File: src/rtl/piso_serializer.sv
// Parallel-in serial-out shifter with optional even-parity trailer bit.
// Back-to-back frames are accepted while the last bit of a frame is consumed.
module piso_serializer #(
    parameter int WIDTH     = 8,
    parameter bit LSB_FIRST = 1'b0,
    parameter bit PARITY_EN = 1'b0
) (
    input  logic             clock,
    input  logic             reset,
    input  logic             load_valid,
    output logic             load_ready,
    input  logic [WIDTH-1:0] load_data,
    input  logic             shift_en,
    output logic             serial_out,
    output logic             serial_valid,
    output logic             frame_last,
    output logic             busy
);

    localparam int CW = $clog2(WIDTH + 1);

    typedef enum logic [1:0] {
        IDLE,
        SHIFT,
        PARITY
    } state_t;

    state_t           state_q;
    logic [WIDTH-1:0] shreg_q;
    logic [WIDTH-1:0] shreg_d;
    logic [CW-1:0]    cnt_q;
    logic [CW-1:0]    cnt_d;
    logic             par_q;
    logic             last_data;
    logic             xfer;

    assign last_data = (cnt_q == CW'(WIDTH - 1));
    assign cnt_d     = cnt_q + CW'(1);

    generate
        if (LSB_FIRST) begin : g_lsb
            assign shreg_d = {1'b0, shreg_q[WIDTH-1:1]};
        end else begin : g_msb
            assign shreg_d = {shreg_q[WIDTH-2:0], 1'b0};
        end
    endgenerate

    always_comb begin
        frame_last = 1'b0;
        if (PARITY_EN) begin
            frame_last = (state_q == PARITY);
        end else begin
            frame_last = (state_q == SHIFT) && last_data;
        end
    end

    assign load_ready   = (state_q == IDLE) || (frame_last && shift_en);
    assign xfer         = load_valid && load_ready;
    assign busy         = (state_q != IDLE);
    assign serial_valid = busy;

    always_comb begin
        serial_out = 1'b0;
        unique case (state_q)
            SHIFT:   serial_out = LSB_FIRST ? shreg_q[0] : shreg_q[WIDTH-1];
            PARITY:  serial_out = par_q;
            default: serial_out = 1'b0;
        endcase
    end

    always_ff @(posedge clock or posedge reset) begin
        if (reset) begin
            state_q <= IDLE;
            shreg_q <= '0;
            cnt_q   <= '0;
            par_q   <= 1'b0;
        end else begin
            unique case (state_q)
                IDLE: begin
                    if (xfer) begin
                        state_q <= SHIFT;
                        shreg_q <= load_data;
                        cnt_q   <= '0;
                        par_q   <= ^load_data;
                    end
                end
                SHIFT: begin
                    if (shift_en) begin
                        shreg_q <= shreg_d;
                        cnt_q   <= cnt_d;
                        if (last_data) begin
                            if (PARITY_EN) begin
                                state_q <= PARITY;
                            end else if (xfer) begin
                                shreg_q <= load_data;
                                cnt_q   <= '0;
                                par_q   <= ^load_data;
                            end else begin
                                state_q <= IDLE;
                                cnt_q   <= '0;
                            end
                        end
                    end
                end
                PARITY: begin
                    if (shift_en) begin
                        if (xfer) begin
                            state_q <= SHIFT;
                            shreg_q <= load_data;
                            cnt_q   <= '0;
                            par_q   <= ^load_data;
                        end else begin
                            state_q <= IDLE;
                            cnt_q   <= '0;
                        end
                    end
                end
                default: state_q <= IDLE;
            endcase
        end
    end

endmodule

File: config.mk
export PLATFORM = sky130hd
export DESIGN_NAME = piso_serializer
export DESIGN_NICKNAME = d
export VERILOG_FILES = /design/src/rtl/piso_serializer.sv
export SDC_FILE = /design/constraint.sdc
export NUM_CORES = 1
export LEC_CHECK = 0
export CAP_MARGIN = 20
export CORE_MARGIN = 5
export CORE_UTILIZATION = 50
export CTS_CLUSTER_SIZE = 16
export DETAILED_ROUTE_END_ITERATION = 8
export PLACE_DENSITY = 0.79
export RECOVER_POWER = 100
export SETUP_SLACK_MARGIN = 0.15
export SLEW_MARGIN = 20
export SYNTH_ARGS = -nofsm -noshare
export SYNTH_HDL_FRONTEND = slang
export SYNTH_SLANG_ARGS = --single-unit
export TNS_END_PERCENT = 30
File: constraint.sdc
create_clock -name clock -period 2.85 [get_ports clock]
set_input_delay 0.4275 -clock clock [delete_from_list [all_inputs] [get_ports clock]]
set_output_delay 0.4275 -clock clock [all_outputs]
set_load 0.01 [all_outputs]
# Word-level counts from Yosys, hierarchy flattened
# Cells that the tools add are included.
totals:
  output_inout_bits: 5
  reg_bits: 15
  word_cells: 49
op_classes:
  addsub: 1
  n_reduce_logical: 12
  muxes: 24
  n_eq_ne: 8
ops:
  columns: ["op", "n"]
  rows:
  - ["$mux W8", 5]
  - ["$pmux W8 S3", 1]
  - ["$mux W4", 4]
  - ["$pmux W4 S3", 1]
  - ["$mux W2", 5]
  - ["$ne A2 B2 Y1 const B", 5]
  - ["$reduce_and A4 Y1", 2]
  - ["$reduce_xor A8 Y1", 1]
  - ["$pmux W2 S3", 1]
  - ["$mux W1", 5]
  - ["$reduce_and A5 Y1", 1]
  - ["$add A4 B1 Y4 const B", 1]
  - ["$eq A4 B3 Y1 const B", 1]
  - ["$logic_and A1 B1 Y1", 3]
  - ["$pmux W1 S3", 1]
  - ["$reduce_and A3 Y1", 1]
  - ["$reduce_bool A3 Y1", 1]
  - ["$eq A2 B1 Y1 const B", 1]
  - ["$eq A2 B2 Y1 const B", 1]
  - ["$logic_not A2 Y1", 1]
  - ["$pmux W1 S2", 1]
  - ["$reduce_bool A2 Y1", 1]
  - ["$logic_or A1 B1 Y1", 1]

# Longest topological paths before layout
# Gate-level depths: netlist of the first run.
depth:
  depth_word: 9
  depth_mapped: 5

# Worst setup path after synthesis of the first run
# No wires, ideal clock.
synth_path:
  path_kind: "register -> output"
  startpoint: "reg cnt_q[0]"
  endpoint: "out frame_last"
  slack_ps: 1310
  arrival_time_ps: 1113
  stages_incl_launch_ff: 5
  path_cell_list: "dfrtp_1 -> ha_1 -> and3b_1 -> buf_4 -> and2_1"
synth_via:
  elab_chain_len: 2
synth_rtl:
  columns: ["element", "line", "rtl"]
  rows:
  - ["from (decl)", "31", "logic [CW-1:0] cnt_q;"]
  - ["from (signal assigned)", "90", "cnt_q <= cnt_d;"]
  - ["$eq A4 B3 Y1", "37", "assign last_data = (cnt_q == CW'(WIDTH - 1));"]
  - ["$logic_and A1 B1 Y1", "53", "frame_last = (state_q == SHIFT) && last_data;"]
  - ["to (decl)", "16", "output logic frame_last,"]
# Every way passes these cells.

# Worst setup path in the final report of the first run
layout_path:
  startpoint: "reg cnt_q[0]"
  endpoint: "out load_ready"
layout_via:
  elab_chain_len: 4
layout_rtl:
  columns: ["element", "line", "rtl"]
  rows:
  - ["$eq A4 B3 Y1", "37", null]
  - ["$logic_and A1 B1 Y1", "53", null]
  - ["$logic_and A1 B1 Y1", "57", "assign load_ready = (state_q == IDLE) || (frame_last && shift_en);"]
  - ["$logic_or A1 B1 Y1", "57", null]
  - ["to (decl)", "11", "output logic load_ready,"]
# Every way passes these cells.

==> results of run 1 <==
==> per-layer routing <==
metal  vias up  wire [um]
met2        21        792
met5         -          0
met4         0         24
li1        360          -
met3         4        110
met1       350        845
==> Yosys cell counts (2+ instances only) <==
cell,n,share of area
dfrtp_1,13,0.41
nand2_1,12,0.057
a21o_1,9,0.085
nand3_1,9,0.057
o21ai_0,9,0.057
a31oi_1,8,0.063
nor2_1,8,0.038
buf_4,3,0.028
inv_1,3,0.014
and2_1,2,0.016
clkbuf_1,2,0.0095
==> per-stage QoR <==
stage	worst slack, ps	power (mW)	util	hold WS, ps
floorplan	1310	0.499	-	304
global placement	701	0.569	0.619	511
detailed placement	679	0.580	0.619	520
CTS	396	0.699	0.636	492
global route	201	0.747	0.636	564
finish	334	0.684	0.636	538
==> kinds of logic (layout without fill, tap and decap cells) <==
group                      Yosys count  after routing  synth area share
and+or+nand+nor                     37             37             0.229
AOI/OAI and AO/OA                   29             29             0.233
DFF                                 13             13             0.411
buffers and inverters               10             24            0.0728
muxes                                2              2            0.0269
adders and majority gates            1              1            0.0158
xor gates and xnor gates             1              1            0.0111
==> critical path: stages, from the launching register on <==
cell and delay [ps]:
dfrtp_1 400, ha_1 210, and3b_1 410, nand2_1 120
nand2_1 70, dlygate4sd3_1 610
==> cell type report <==
cell class,instances,share of cell area
multi-input combinational,70,0.426
timing repair buffer,17,0.175
inverter,3,0.0117
tap,16,0.0209
clock buffer,4,0.0274
sequential,13,0.339
==> worst paths after layout <==
path | to | from
setup / recovery | load_ready | cnt_q[0]$_DFFE_PP0P_
hold / removal | cnt_q[0]$_DFFE_PP0P_ | cnt_q[0]$_DFFE_PP0P_
setup reg to reg | shreg_q[1]$_DFFE_PP0P_ | state_q[0]$_DFFE_PP0P_
hold reg to reg | cnt_q[0]$_DFFE_PP0P_ | cnt_q[0]$_DFFE_PP0P_
max in group asynchronous | cnt_q[2]$_DFFE_PP0P_ | reset
min in group asynchronous | shreg_q[6]$_DFFE_PP0P_ | reset
==> sequential cells by signal, summed over array words and instances, names as in the netlist <==
signal / flops
cnt_q: 4
state_q: 1
shreg_q: 8
==> power groups by stage <==
stage                     clock network [mW]  logic (mW)  registers, mW
final                                  0.116       0.258          0.310
after global routing                   0.129       0.300          0.318
after CTS                              0.121       0.269          0.309
after detailed placement                   0       0.268          0.312
after global placement                     0       0.262          0.307
after floorplan                            0       0.205          0.294
==> qor.yml, run 1 <==
tns_ps: 0
whs_path_depth: 1
grt_overflow: 0
yosysUniqueCellTypes: 26
syn_area_per_cell_um2: 8.50
place_area_um2: 932
diodes: 0
rsz0062_at_grt: "false"
ir_worst_vdd_uv: 377
fin_crit_sh: 0.883
die_h_um: 49.8
grtUsageMet2: 0.250
ys_seq_area_frac: 0.411
clkPwrFrac: 0.169
postCtsHoldBufs: 0
tritoncts: "done"
io_buffers: 16
rows: 14
drt_iter0_drc: 16
synth-edff-count: 0
seqPwrFrac: 0.454
path_class: "flop to output port"
cts_setup_buffers: 0
syn_area_um2: 791
first_global_vias: 657
layout_commonest_cell: "dfrtp_1"
wl_per_cell_um: 14.4
grt_pass1_wl_mm: 3.02
cts_max_level: 1
drc: 0
period_needed_ps: 2520
fillers: 130
synth_nets: 106
p_switching_mw: 0.237
pwr-share-comb: 0.377
cts_buffers: 3
cp_data_arrival_time_ps: 2090
status: "complete, no violations"
clk_path_buf_depth: 2
instances_no_fill: 123
fin_skew_ps: 2.06
async_reset_ff_frac: 1.00
fin_area_um2: 958
drive_gt1_frac: 0.0467
grtUsageMet1: 0.195
grt_max_degree: 25
sw_frac_of_total: 0.347
fp.dieW_um: 49.8
finalHoldViolCount: 0
clk_pin_slew_ps: 80
dp_cells: 119
p_int_mw: 0.447
required_ps: 2420
drt-pass1-iter-count: 4
io-pin-count: 17
synthCells: 93
regArea_um2: 325
drt-total-wl_mm: 1.77
critPathMaxFanout: 11
dp_hpwl_mm: 1.23
place.gp.congestion: 0.847
p_leak_nw: 0.445
slew_headroom: 0.542
fin_nets: 121
vias_per_cell: 5.98
cts.sinks: 13
cts_resized: 0
tightest_slew_ps: 688
ys_seq_elements: 13
fmax_mhz: 397
final_cell_mix: "dfrtp_1 (13), nand2_1 (12)"
ff2ff_setup_slack_ps: 1220
insertion_delay_ps: 280
syn2layout_area_growth_pct: 21.2
slew_violations: 0
finalSetupViolCount: 0
power_density_nw_per_um2: 714
synth_ff_type: "dfrtp_1"
root_buffer: "clkbuf_4"
met3_usage: 0.0452
ys_warn_count: 0
multi_input_area_um2: 408
drtAntennaViolNets: 0
grtUsageTotal: 0.155
cap_violations: 0
grt-busiest-layer: "met2"
die-area_um2: 2480
antenna_found_initial: 0
reg2regPathDepth: 3
vias: 735
worstSetupEndpointType: "output port"
core_um2: 1510
start_kind: "flop"
min_path_type: "flop to flop"
initial_utilization: 0.525
Note: power is estimated with default switching activity, not from simulation.
==> run 2, diff against run 1 <==
Settings changed: CORE_UTILIZATION 50 to 52, PLACE_DENSITY 0.79 to 0.81.
==> run 2 against run 1 <==
Sequential power barely moved; maximum frequency down 0.34%; clock power about the same; total power fell by 0.34%; count of clock-buffer cells in the layout did not move; sequential share of layout area did not move; flip-flop and latch count is the same; setup slack worse by 8.6 ps; hold slack worse by 6.6 ps; combinational power is essentially flat; routed wire length decreased by 4.0%; highest routed layer unchanged.
==> qor.yml, run 2 (synthesis gave the netlist of run 1 again) <==
status: "complete, no violations"
largest_register_ffs: 8
grt_max_degree: 25
die-area_um2: 2400
drt-total-wl_mm: 1.70
fin_crit_sh: 0.886
die_h_um: 49.0
power_density_nw_per_um2: 712
grt_overflow: 0
grtUsageTotal: 0.154
slew_headroom: 0.558
postCtsHoldBufs: 0
ir_worst_vdd_uv: 459
core_um2: 1470
drtAntennaViolNets: 0
rows: 14
period_needed_ps: 2520
grt_pass1_wl_mm: 2.95
cts_resized: 0
place.gp.congestion: 0.854
critPathMaxFanout: 11
insertion_delay_ps: 280
syn2layout_area_growth_pct: 21.2
top_regs: "shreg_q (8), cnt_q (4), state_q (1)"
cap_violations: 0
startpoint: "cnt_q[0]$_DFFE_PP0P_"
io-pin-count: 17
drc: 0
path_class: "flop to output port"
vias: 720
fin_nets: 121
top_register: "shreg_q"
diodes: 0
finalHoldViolCount: 0
reg2regPathDepth: 3
clk_pin_slew_ps: 80
cts.sinks: 13
total_power_mw: 0.682
tightest_slew_ps: 663
root_buffer: "clkbuf_4"
final_util: 0.651
worstSetupEndpointType: "output port"
slew_violations: 0
antenna_found_initial: 0
cp_data_arrival_time_ps: 2100
final_cell_mix: "dfrtp_1 (13), nand2_1 (12)"
cts_setup_buffers: 0
fin_area_um2: 958
vias_per_cell: 5.85
ff2ff_setup_slack_ps: 1260
drt_iter0_drc: 16
cts_max_level: 1
crit_path_end: "load_ready"
wl_per_cell_um: 13.8
clk_path_buf_depth: 2
r2r_end: "shreg_q[1]$_DFFE_PP0P_"
fp.dieW_um: 49.0
drt-pass1-iter-count: 4
io_buffers: 16
tritoncts: "done"
tns_ps: 0
finalSetupViolCount: 0
r2r-start: "state_q[0]$_DFFE_PP0P_"
fmax_mhz: 396
p_leak_nw: 0.445
rsz0062_at_grt: "false"
layout_commonest_cell: "dfrtp_1"
dp_hpwl_mm: 1.17
cts_buffers: 3
drive_gt1_frac: 0.0467
start_kind: "flop"
min_path_type: "flop to flop"
initial_utilization: 0.537
first_global_vias: 626
required_ps: 2420
fin_skew_ps: 6.69
place_area_um2: 932
## run 2: cell counts in the layout (fill, tap and decap cells not counted)
No cell type changed its count.
## run 2: power breakdown
| part | leakage [nW] | total [mW] | internal, mW | switching, mW |
|---|---|---|---|---|
| Combinational | 0.281 | 0.256 | 0.139 | 0.117 |
| Clock | 0.0150 | 0.117 | 0.0542 | 0.0626 |
| Sequential | 0.149 | 0.309 | 0.253 | 0.0558 |
| Total | 0.445 | 0.682 | 0.447 | 0.235 |
## run 2: through the flow
step	hold WS [ps]	cells	setup slack, ps
final	531	123	326
after global routing	550	123	201
after CTS	487	123	390
after detailed placement	516	119	651
after global placement	511	119	702
after floorplan	304	93	1310
## run 2: worst max-delay path, cell delays in order, from the launching register on
cell           delay [ps]
dfrtp_1               390
ha_1                  190
and3b_1               410
nand2_1               120
nand2_1                90
dlygate4sd3_1         620
## run 2: layer usage
layer / GRT usage / routed length [um] / vias up
li1: - / - / 357
met1: 0.211 / 777 / 333
met4: 0.0673 / 33 / 0
met2: 0.228 / 777 / 25
met5: 0 / 0 / -
met3: 0.0367 / 113 / 5
## run 2: cell type report
cell class / instances / area, um2
clock buffer: 4 / 26.3
fill: 132 / 513
inverter: 3 / 11.3
multi-input combinational: 70 / 408
sequential: 13 / 325
tap: 16 / 20.0
timing repair buffer: 17 / 168
## run 2: how the worst min path moves through the flow
stage | start | to | cells after the start
after global routing | cnt_q[0]$_DFFE_PP0P_ | cnt_q[0]$_DFFE_PP0P_ | 1
after detailed placement | cnt_q[0]$_DFFE_PP0P_ | cnt_q[0]$_DFFE_PP0P_ | 1
after floorplan | reset | cnt_q[0]$_DFFE_PP0P_ | 1
after global placement | cnt_q[0]$_DFFE_PP0P_ | cnt_q[0]$_DFFE_PP0P_ | 1
after CTS | reset | shreg_q[1]$_DFFE_PP0P_ | 2
final | cnt_q[0]$_DFFE_PP0P_ | cnt_q[0]$_DFFE_PP0P_ | 1
==> run 3, diff against run 2 <==
Settings changed: CORE_UTILIZATION 52 to 48, GPL_TIMING_DRIVEN set to 0, PLACE_DENSITY 0.81 to 0.76.
Clock period 2.85 ns to 2.5 ns, I/O delays scaled along.
==> run 3 against run 2 <==
Sequential share of layout area decreased by 1.5 points; cell count increased by 5.7%; sequential power increased by 12%; die area increased by 6.6%; setup slack got worse by 82 ps; total power increased by 19%; combinational power increased by 30%; count of clock-buffer cells in the layout unchanged; register-to-register slack got worse by 330 ps; clock skew decreased by 6.0 ps; utilization decreased by 0.12 points; highest routed layer unchanged.
==> qor.yml, run 3 (synthesis gave the netlist of run 1 again) <==
status: "complete, no violations"
cts_max_level: 1
fp.dieW_um: 50.6
fmax_mhz: 443
path_cells: "ha_1 -> and3b_1 -> nand2_1 -> nand2_1 -> dlygate4sd3_1"
insertion_delay_ps: 280
syn2layout_area_growth_pct: 26.7
grt_pass1_wl_mm: 3.06
dp_hpwl_mm: 1.32
first_global_vias: 700
top_register: "shreg_q"
p_leak_nw: 0.480
tightest_slew_ps: 510
crit_path_max_incr_delay_ps: 610
root_buffer: "clkbuf_4"
drt-pass1-iter-count: 4
vias_per_cell: 5.81
critPathMaxFanout: 4
layout_commonest_cell: "dfrtp_1"
grtUsageTotal: 0.151
final_cell_mix: "dfrtp_1 (13), nand2_1 (12), clkdlybuf4s50_1 (10)"
place.gp.congestion: 0.802
top_regs: "shreg_q (8), cnt_q (4), state_q (1)"
io_buffers: 16
drc: 0
min_path_type: "input pin to asynchronous set/reset pin"
cp_data_arrival_time_ps: 1880
final_util: 0.650
drtAntennaViolNets: 0
dp_slack_ps: 435
critPathSlowestCell: "dlygate4sd3_1"
finalHoldViolCount: 0
rows: 14
clk_pin_slew_ps: 80
io-pin-count: 17
power_density_nw_per_um2: 808
antenna_found_initial: 0
reg2regPathDepth: 5
dr_wl_met2_um: 953
drt_iter0_drc: 22
initial_utilization: 0.513
period_needed_ps: 2260
worstSetupEndpointType: "output port"
setup_slack_ps: 244
ir_worst_vdd_uv: 532
tns_ps: 0
fin_area_um2: 1000
drive_gt1_frac: 0.0702
start_kind: "flop"
slew_headroom: 0.659
cap_violations: 0
cts_buffers: 3
required_ps: 2120
drt-total-wl_mm: 1.82
cts.sinks: 13
highest_layer: "met4"
path_common_cell: "nand2_1"
tritoncts: "done"
rsz0062_at_grt: "false"
path_class: "flop to output port"
fin_crit_sh: 0.902
die-area_um2: 2560
diodes: 0
fin_nets: 128
grt_max_degree: 14
wl_per_cell_um: 14.0
die_h_um: 50.6
vias: 755
largest_register_ffs: 8
slew_violations: 0
clk_path_buf_depth: 2
finalSetupViolCount: 0
fin_skew_ps: 0.694
grt_overflow: 0
wl_met1_um: 710
met3WireLength_um: 129
place_area_um2: 971
core_um2: 1540
[run 3: changes by cell type in the layout (fill, tap and decap cells not counted)]
cell             delta
clkbuf_1            +4
buf_4               +2
dlygate4sd3_1       -2
and2_0              +1
and2_1              -1
buf_6               +1
clkdlybuf4s50_1     +1
dlymetal6s2s_1      +1
[run 3: cell type report]
cell class,count,area [um2]
plain buffers,7,41.3
clock buffers,4,26.3
fillers,142,539
inverters,3,11.3
multi-input cells,70,408
flip-flops and latches,13,325
well taps,16,20.0
repair buffers,17,170
[run 3: per-layer routing]
metal	up-vias	global-route usage
met5	-	0
met4	0	0.0511
met3	4	0.0444
met2	18	0.254
met1	358	0.182
li1	375	-
[run 3: where the power goes]
| part | internal, mW | switching, mW | leakage (nW) |
|---|---|---|---|
| Combinational | 0.179 | 0.152 | 0.316 |
| Clock | 0.0620 | 0.0712 | 0.0150 |
| Sequential | 0.289 | 0.0556 | 0.149 |
| Total | 0.530 | 0.279 | 0.480 |
[run 3: through the flow]
stage | cells | power [mW] | hold WS [ps]
finish | 130 | 0.809 | 551
global route | 130 | 0.871 | 582
CTS | 129 | 0.814 | 443
detailed placement | 125 | 0.681 | 530
global placement | 125 | 0.666 | 514
floorplan | 93 | 0.569 | 252
[run 3: repair_timing]
action | CTS | global route
gates resized for setup | 0 | 1
endpoints found under the setup margin | 0 | 1
hold buffers | 0 | 0
setup buffers | 0 | 1
[run 3: path summary, 6_finish.rpt]
path                                   startpoint                      to  slack [ps]
min in group clock         shreg_q[7]$_DFFE_PP0P_  shreg_q[7]$_DFFE_PP0P_         550
max                          cnt_q[0]$_DFFE_PP0P_              load_ready         240
min reg2reg                shreg_q[7]$_DFFE_PP0P_  shreg_q[7]$_DFFE_PP0P_         550
min                                         reset  shreg_q[7]$_DFFE_PP0P_         550
max in group asynchronous                   reset    cnt_q[2]$_DFFE_PP0P_        1610
max reg2reg                  cnt_q[0]$_DFFE_PP0P_  shreg_q[2]$_DFFE_PP0P_         930
[run 3: worst max-delay path: cells and delay by family, from the launching register on]
family        cells  cell delay, ps
buf+inv           1             610
flops             1             420
simple gates      3             320
fa+ha+maj         1             240
